`config.mk`:
```
export PLATFORM = sky130hd
export DESIGN_NAME = stopwatch_seg_display
export DESIGN_NICKNAME = d
export VERILOG_FILES = /design/src/rtl/stopwatch_pkg.sv /design/src/rtl/bcd_to_seg7.sv /design/src/rtl/stopwatch_seg_display.sv
export SDC_FILE = /design/constraint.sdc
export NUM_CORES = 1
export LEC_CHECK = 0
export CORE_ASPECT_RATIO = 1.5
export CORE_MARGIN = 3
export CORE_UTILIZATION = 40
export CTS_CLUSTER_DIAMETER = 30
export DETAILED_ROUTE_END_ITERATION = 6
export GPL_ROUTABILITY_DRIVEN = 0
export REMOVE_ABC_BUFFERS = 1
export SLEW_MARGIN = 5
export SYNTH_ARGS = -nofsm -noshare
export SYNTH_HDL_FRONTEND = slang
export SYNTH_SLANG_ARGS = --single-unit
```
`constraint.sdc`:
```
create_clock -name clk_c -period 3.14 [get_ports clk_c]
set_input_delay 0.785 -clock clk_c [delete_from_list [all_inputs] [get_ports clk_c]]
set_output_delay 0.785 -clock clk_c [all_outputs]
set_load 0.005 [all_outputs]
```
`src/rtl/stopwatch_pkg.sv`:
```
`default_nettype none
// +----------------------------------------------------------------------------+
// | stopwatch_pkg : digit-select encodings, frame struct and seven-seg glyphs  |
// | Rev 1.0                                                                    |
// +----------------------------------------------------------------------------+
package stopwatch_pkg;

  typedef enum logic [1:0] {
    SEL_SEC_ONES = 2'b00,
    SEL_SEC_TENS = 2'b01,
    SEL_MIN_ONES = 2'b10,
    SEL_MIN_TENS = 2'b11
  } digit_sel_e;

  typedef struct packed {
    logic [3:0] min_tens;
    logic [3:0] min_ones;
    logic [3:0] sec_tens;
    logic [3:0] sec_ones;
  } frame_t;

  // Active-high glyphs, bit order {g,f,e,d,c,b,a}
  localparam logic [6:0] SEG_0    = 7'h3F;
  localparam logic [6:0] SEG_1    = 7'h06;
  localparam logic [6:0] SEG_2    = 7'h5B;
  localparam logic [6:0] SEG_3    = 7'h4F;
  localparam logic [6:0] SEG_4    = 7'h66;
  localparam logic [6:0] SEG_5    = 7'h6D;
  localparam logic [6:0] SEG_6    = 7'h7D;
  localparam logic [6:0] SEG_7    = 7'h07;
  localparam logic [6:0] SEG_8    = 7'h7F;
  localparam logic [6:0] SEG_9    = 7'h6F;
  localparam logic [6:0] SEG_DASH = 7'h40;
  localparam logic [6:0] SEG_OFF  = 7'h00;

endpackage
`default_nettype wire

```
`src/rtl/bcd_to_seg7.sv`:
```
`default_nettype none
// +----------------------------------------------------------------------------+
// | bcd_to_seg7 : combinational BCD to active-high glyph, dash above 9         |
// | Rev 1.0                                                                    |
// +----------------------------------------------------------------------------+
module bcd_to_seg7
  import stopwatch_pkg::*;
(
  input  logic [3:0] bcd_i,
  output logic [6:0] seg_o
);

  always_comb begin
    seg_o = SEG_DASH;
    case (bcd_i)
      4'd0:    seg_o = SEG_0;
      4'd1:    seg_o = SEG_1;
      4'd2:    seg_o = SEG_2;
      4'd3:    seg_o = SEG_3;
      4'd4:    seg_o = SEG_4;
      4'd5:    seg_o = SEG_5;
      4'd6:    seg_o = SEG_6;
      4'd7:    seg_o = SEG_7;
      4'd8:    seg_o = SEG_8;
      4'd9:    seg_o = SEG_9;
      default: seg_o = SEG_DASH;
    endcase
  end

endmodule
`default_nettype wire

```
`src/rtl/stopwatch_seg_display.sv`:
```
`default_nettype none
// +----------------------------------------------------------------------------+
// | stopwatch_seg_display : 4-digit MM:SS multiplexed seven-segment driver     |
// | Rev 1.0                                                                    |
// +----------------------------------------------------------------------------+
module stopwatch_seg_display
  import stopwatch_pkg::*;
#(
  parameter int unsigned SCAN_DIV   = 100_000,
  parameter int unsigned BLINK_DIV  = 25_000_000,
  parameter bit          ACTIVE_LOW = 1'b1
) (
  input  logic       clk_c,
  input  logic       reset_c,
  input  logic       adj,
  input  logic [1:0] sel,
  input  logic [3:0] sec_ones,
  input  logic [3:0] sec_tens,
  input  logic [3:0] min_ones,
  input  logic [3:0] min_tens,
  output logic [6:0] seg,
  output logic       dp,
  output logic [3:0] an
);

  localparam int unsigned SCAN_W  = (SCAN_DIV > 1) ? $clog2(SCAN_DIV) : 1;
  localparam int unsigned BLINK_W = (BLINK_DIV > 1) ? $clog2(BLINK_DIV) : 1;
  localparam logic [SCAN_W-1:0]  SCAN_LAST  = SCAN_W'(SCAN_DIV - 1);
  localparam logic [BLINK_W-1:0] BLINK_LAST = BLINK_W'(BLINK_DIV - 1);
  localparam logic [6:0] SEG_POL = {7{ACTIVE_LOW}};
  localparam logic [3:0] AN_POL  = {4{ACTIVE_LOW}};

  logic [SCAN_W-1:0]  scan_cnt_q, scan_cnt_d;
  logic [BLINK_W-1:0] blink_cnt_q, blink_cnt_d;
  logic               blink_phase_q, blink_phase_d;
  logic [1:0]         idx_q, idx_d;
  frame_t             frame_q, frame_d;
  logic [6:0]         seg_q, seg_d;
  logic               dp_q, dp_d;
  logic [3:0]         an_q, an_d;

  logic       scan_tick;
  logic       slot_start;
  logic       blink_off;
  logic [3:0] cur_bcd;
  logic [6:0] cur_glyph;

  assign scan_tick  = (scan_cnt_q == SCAN_LAST);
  // The cycle after scan_tick is the blank cycle; outputs for the new slot load at its end
  assign slot_start = (scan_cnt_q == '0);
  assign blink_off  = adj && blink_phase_q && (idx_q == sel);

  always_comb begin
    scan_cnt_d = scan_tick ? '0 : scan_cnt_q + SCAN_W'(1);
    idx_d      = scan_tick ? idx_q + 2'd1 : idx_q;
    frame_d    = frame_q;
    if (scan_tick && (idx_q == SEL_MIN_TENS)) begin
      frame_d = '{min_tens: min_tens, min_ones: min_ones,
                  sec_tens: sec_tens, sec_ones: sec_ones};
    end
  end

  always_comb begin
    blink_cnt_d   = blink_cnt_q;
    blink_phase_d = blink_phase_q;
    if (!adj) begin
      blink_cnt_d   = '0;
      blink_phase_d = 1'b0;
    end else if (blink_cnt_q == BLINK_LAST) begin
      blink_cnt_d   = '0;
      blink_phase_d = ~blink_phase_q;
    end else begin
      blink_cnt_d = blink_cnt_q + BLINK_W'(1);
    end
  end

  always_comb begin
    cur_bcd = frame_q.sec_ones;
    case (idx_q)
      SEL_SEC_ONES: cur_bcd = frame_q.sec_ones;
      SEL_SEC_TENS: cur_bcd = frame_q.sec_tens;
      SEL_MIN_ONES: cur_bcd = frame_q.min_ones;
      SEL_MIN_TENS: cur_bcd = frame_q.min_tens;
      default:      cur_bcd = frame_q.sec_ones;
    endcase
  end

  bcd_to_seg7 u_dec (
    .bcd_i (cur_bcd),
    .seg_o (cur_glyph)
  );

  // Output regs hold the pin-polarity value, so the XOR is the only inversion point
  always_comb begin
    an_d  = an_q;
    seg_d = seg_q;
    dp_d  = dp_q;
    if (scan_tick) begin
      an_d  = AN_POL;
      seg_d = SEG_OFF ^ SEG_POL;
      dp_d  = ACTIVE_LOW;
    end else if (slot_start) begin
      an_d  = (blink_off ? 4'b0000 : (4'b0001 << idx_q)) ^ AN_POL;
      seg_d = cur_glyph ^ SEG_POL;
      dp_d  = (idx_q == SEL_MIN_ONES) ^ ACTIVE_LOW;
    end
  end

  always_ff @(posedge clk_c or posedge reset_c) begin
    if (reset_c) begin
      scan_cnt_q    <= '0;
      blink_cnt_q   <= '0;
      blink_phase_q <= 1'b0;
      idx_q         <= 2'd0;
      frame_q       <= '0;
      an_q          <= AN_POL;
      seg_q         <= SEG_OFF ^ SEG_POL;
      dp_q          <= ACTIVE_LOW;
    end else begin
      scan_cnt_q    <= scan_cnt_d;
      blink_cnt_q   <= blink_cnt_d;
      blink_phase_q <= blink_phase_d;
      idx_q         <= idx_d;
      frame_q       <= frame_d;
      an_q          <= an_d;
      seg_q         <= seg_d;
      dp_q          <= dp_d;
    end
  end

  assign an  = an_q;
  assign seg = seg_q;
  assign dp  = dp_q;

endmodule
`default_nettype wire
```
==> flow_summary.toml, run 1 <==
[grt]
globalRouteTotalUtil = 0.156
grt_pass1_vias = 2587
antenna_found_initial = 0
overflow = 0
grt_pass1_wl_mm = 12.4
grt_max_degree = 31

[yosys]
synth_seq_cells = 73
ys_warn_count = 0
ys_types = 38
synth-edff-count = 0
ys_seq_area_frac = 0.518
yosysMostFrequentCell = "dfrtp_1"
avgSynthCellArea_um2 = 10.8
ys_async_sr_fraction = 1.00
synth_area_um2 = 3560
synthFlopType = "dfrtp_1"
synth_top_cell_by_area = "dfrtp_1"
yosys-top-cells-count = "dfrtp_1, nor2_1, xnor2_1, nand2_1, nand3_1"
syn_inst = 329
synthTopCellsByArea = "dfrtp_1, dfstp_2, xnor2_1"
synth_top_area_frac = 0.429

[layout]
num_antenna_cells = 0
fillers = 798
instances_no_fill = 484
area_growth_pct = 23.2
drive_gt1_frac = 0.109
nets = 406

[clocking]
hold_buffers = 0
numCtsBuffers = 9
path_clk_slew_ns = 0.06
cts_resized = 0
cts_root_buf = "clkbuf_16"
clock_sinks = 73
postCtsSetupRepairBufs = 0
clk_latency_ns = 0.34
clock_path_buffers = 2
cts_tree = "built"
cts_max_level = 3

[timing]
fmax_mhz = 430
period_share = 0.741
skew_ns = 0.00892
tightest_slew_ns = 0.731
hold_viol = 0
relSlewSlack = 0.509
rsz0062_at_grt = "no"
setup_tns_ns = 0
period_minus_slack_ns = 2.33
setup_viol = 0
slew_violations = 0

[drt]
final_antenna_net_count = 0
top_layer = "met4"
wl_met1_mm = 2.98
routed_wl_mm = 6.98
vias = 2480
route.met2.wl_mm = 3.61
drc = 0
dr.pass1.iters = 5
routed_via_density = 5.12
dr_wl_met3_um = 256
drt_iter0_drc = 109
wl_per_cell_um = 14.4

[worst_hold_path]
holdCritStartpoint = "seg[6]"
hold_class = "reg2reg"

[placed_design]
dp_hpwl_mm = 5.15
dp.cells = 468
port_buffers = 32

[floorplanning]
die_w_um = 83.0
rows = 41
coreArea_um2 = 8520
die_h_um = 121
ios = 33
die-area_um2 = 10100
initial_core_util = 0.418

[critical_path]
cp_max_fo = 6
end_kind = "register"
crit_required_ns = 3.41
reg2reg_from = "idx_q[0]"
crit_chain = "inv_1 > ha_1 > a222oi_1 > mux2i_1 > inv_1 > ha_1 > inv_1 > a21boi_0 > o21ai_0 > a2bb2oi_1"
crit_top_cell = "inv_1"
cp_num_buf_inv = 3
crit_path_start_kind = "register"
path_delay_family = "compound AO/OA/AOI/OAI gates"
rrSetupSlack_ns = 0.81
critical_path_class = "reg2reg"
crit_start = "idx_q[0]"
cp.arrival_ns = 2.59
max_stage_delay_ns = 0.41
cp_slowest_cell = "dfrtp_1"

[flow_run]
maxCapViolations = 0

[power]
p_leak_nw = 1.86
power_density_nw_per_um2 = 517
peakVddDrop_mv = 0.302

[run_status]
status = "finished, final reports clean"
-- logic make-up (layout without fill, tap and decap cells) --
logic type | after synthesis | after routing | share of synthesized area
AND/OR/NAND/NOR | 135 | 135 | 0.193
flip-flops | 73 | 73 | 0.518
XOR/XNOR | 41 | 41 | 0.101
AO/OA/AOI/OAI | 24 | 24 | 0.0517
buffers and inverters | 23 | 71 | 0.0274
multiplexers | 20 | 20 | 0.0630
adder cells (fa/ha/maj) | 13 | 13 | 0.0457
-- power by group --
group	internal, mW	switching (mW)
clock network	0.796	0.375
registers	0.969	0.0127
logic	0.0604	0.0506
-- routing by layer --
layer / GRT usage / up-vias
li1: - / 1231
met1: 0.180 / 1202
met2: 0.269 / 36
met3: 0.0469 / 11
met4: 0.0613 / 0
met5: 0 / -
-- worst register-to-register path, delay by kind of cell (launching register included) --
kind,cells,cell delay (ns)
buf+inv,3,0.33
mux,1,0.21
compound gates,4,0.84
flops,1,0.41
fa+ha+maj,2,0.47
-- flip-flops by register name, summed over array words and instances (netlist names) --
| name | count |
|---|---|
| blink_cnt_q | 25 |
| scan_cnt_q | 17 |
| frame_q | 16 |
| seg | 7 |
| an | 4 |
| idx_q | 2 |
| blink_phase_q | 1 |
| dp | 1 |
-- final timing paths --
check,endpoint,cells past startpoint
hold / removal,seg[6],2
min in group asynchronous,blink_cnt_q[19],2
setup reg to reg,seg[0],10
hold reg to reg,seg[6],2
setup / recovery,seg[0],10
max in group asynchronous,seg[6],3
-- cell usage in the layout, fill, tap and decap left out, types with 6 or more instances in the layout --
cell type         n
nor2_1           42
clkbuf_16         9
xor2_1           12
o21ai_0           6
and3_1            6
nand3_1          21
a2bb2oi_1         9
ha_1             13
nand4_1           9
inv_1            16
clkdlybuf4s50_1  32
nand2_1          21
xnor2_1          29
nor3_1           10
dfstp_2          12
mux2_1           16
nor4_1            6
dfrtp_1          61
-- stage by stage --
stage	setup slack, ns	hold slack, ns	area (um^2)	power, mW	util
2_1_floorplan	0.522	0.455	3520	1.05	-
3_3_place_gp	0.852	0.468	4030	1.11	0.474
3_5_place_dp	0.813	0.479	4030	1.11	0.474
4_1_cts	0.796	0.488	4380	2.30	0.514
6_report	0.814	0.487	4380	2.26	0.514
5_1_grt	0.468	0.507	4380	2.35	0.514
-- cell type report --
class | instances | area [um^2] | area share
Sequential cell | 73 | 1840 | 0.421
Multi-Input combinational cell | 233 | 1620 | 0.369
Timing Repair Buffer | 38 | 378 | 0.0863
Clock buffer | 11 | 243 | 0.0554
Tap cell | 107 | 134 | 0.0306
Clock inverter | 5 | 103 | 0.0234
Inverter | 17 | 63.8 | 0.0146
No activity file was read; power rests on OpenSTA's default activity.
==> run 2, diff against run 1 <==
- clock period: 3.14 -> 2.14 ns (I/O delays scaled with it)
==> flow_summary.toml, run 2 (synthesis gave the netlist of run 1 again) <==
[grt]
grt_max_degree = 74
overflow = 0
grt_pass1_wl_mm = 12.6
grt_pass1_vias = 2667
antenna_found_initial = 0
globalRouteTotalUtil = 0.157

[critical_path]
end_kind = "register"
crit_required_ns = 2.36
max_stage_delay_ns = 0.54
crit-reg2reg-capture = "frame_q[9]"
crit_chain = "or4_4 > nor4_4 > and4_1 > nand2_4 > mux2_1"
crit_start = "scan_cnt_q[12]"
r2r_cells = 5
rrSetupSlack_ns = 0.09
reg2reg_from = "scan_cnt_q[12]"
cp.arrival_ns = 2.26
crit_end = "frame_q[9]"
cp_slowest_cell = "or4_4"
crit_path_start_kind = "register"
cp_max_fo = 16
critical_path_class = "reg2reg"

[drt]
vias = 2600
drt_iter0_drc = 156
wl_per_cell_um = 14.5
dr.pass1.iters = 4
routed_via_density = 5.17
final_antenna_net_count = 0
drc = 0
routed_wl_mm = 7.31

[power]
power.total_mw = 3.09
p_leak_nw = 1.96
power_density_nw_per_um2 = 677
peakVddDrop_mv = 0.485

[layout]
final_cell_mix = "dfrtp_1, nor2_1, clkdlybuf4s50_1"
post-route-util = 0.536
layout_commonest_cell = "dfrtp_1"
area_growth_pct = 28.3
nets = 426
drive_gt1_frac = 0.189
instances_no_fill = 503
reg.largest.list = "blink_cnt_q x25, scan_cnt_q x17, frame_q x16"
num_antenna_cells = 0
fillers = 780
top_register = "blink_cnt_q"
largest_reg_flops = 25

[clocking]
cts_tree = "built"
numCtsBuffers = 9
cts_root_buf = "clkbuf_16"
cts_max_level = 3
clk_latency_ns = 0.34
clock_sinks = 73
path_clk_slew_ns = 0.06
clock_path_buffers = 2
hold_buffers = 0

[placed_design]
dp_hpwl_mm = 5.03
post-place-ws_ns = -0.0365
dp.cells = 483
port_buffers = 32

[timing]
skew_ns = 0.00919
fmax_mhz = 488
fin_ws_ns = 0.0910
setup_viol = 0
period_minus_slack_ns = 2.05
slew_violations = 0
setup_tns_ns = 0
relSlewSlack = 0.724
rsz0062_at_grt = "yes"
hold_viol = 0
tightest_slew_ns = 0.414
period_share = 0.957

[floorplanning]
initial_core_util = 0.418
rows = 41
die-area_um2 = 10100
ios = 33
die_h_um = 121
die_w_um = 83.0
coreArea_um2 = 8520

[flow_run]
maxCapViolations = 0

[worst_hold_path]
hold_depth = 1
hold_class = "reg2reg"

[run_status]
status = "finished, final reports clean"
==> run 2: routing by layer <==
layer / global-route usage / vias up / part of all wire
li1: - / 1261 / -
met1: 0.178 / 1291 / 0.43
met2: 0.279 / 35 / 0.52
met3: 0.0319 / 13 / 0.025
met4: 0.0798 / 0 / 0.023
met5: 0 / - / 0
==> run 2: repair_timing <==
item,4_1_cts,5_1_grt
buffers inserted,0,5
endpoints found under the setup margin,21,14
resized for setup,3,21
pin swaps,0,8
==> run 2: per-stage QoR <==
| stage | hold WS (ns) | instance area [um^2] |
|---|---|---|
| after floorplan | 0.455 | 3520 |
| after global placement | 0.471 | 4160 |
| after detailed placement | 0.480 | 4160 |
| after CTS | 0.486 | 4460 |
| after global routing | 0.508 | 4560 |
| final | 0.481 | 4560 |
==> run 2: power breakdown <==
group | leakage [nW] | switching, mW | internal, mW
logic | 0.890 | 0.0787 | 0.0970
registers | 0.923 | 0.0188 | 1.42
clock network | 0.145 | 0.550 | 0.921
==> run 2: how the worst min path moves through the flow <==
stage,from,to,slack (ns)
after global placement,blink_cnt_q[0],blink_cnt_q[0],0.47
after CTS,blink_cnt_q[0],blink_cnt_q[0],0.49
after floorplan,scan_cnt_q[0],scan_cnt_q[0],0.45
after detailed placement,blink_cnt_q[0],blink_cnt_q[0],0.48
final,blink_cnt_q[0],blink_cnt_q[0],0.48
after global routing,seg[0],seg[0],0.51
==> run 2: final cells by class <==
cell class	count	area, um^2	area share
timing repair buffer	58	544	0.119
clock buffer	11	243	0.0532
clock inverter	4	45.0	0.00987
multi-input combinational	233	1690	0.370
tap	107	134	0.0293
sequential	73	1840	0.404
inverter	17	63.8	0.0140
==> run 2: worst max-delay path, delay by kind of cell, from the launching register on <==
kind / cells / cell delay, ns
and+or+nand+nor: 4 / 1.20
DFF: 1 / 0.37
muxes: 1 / 0.35
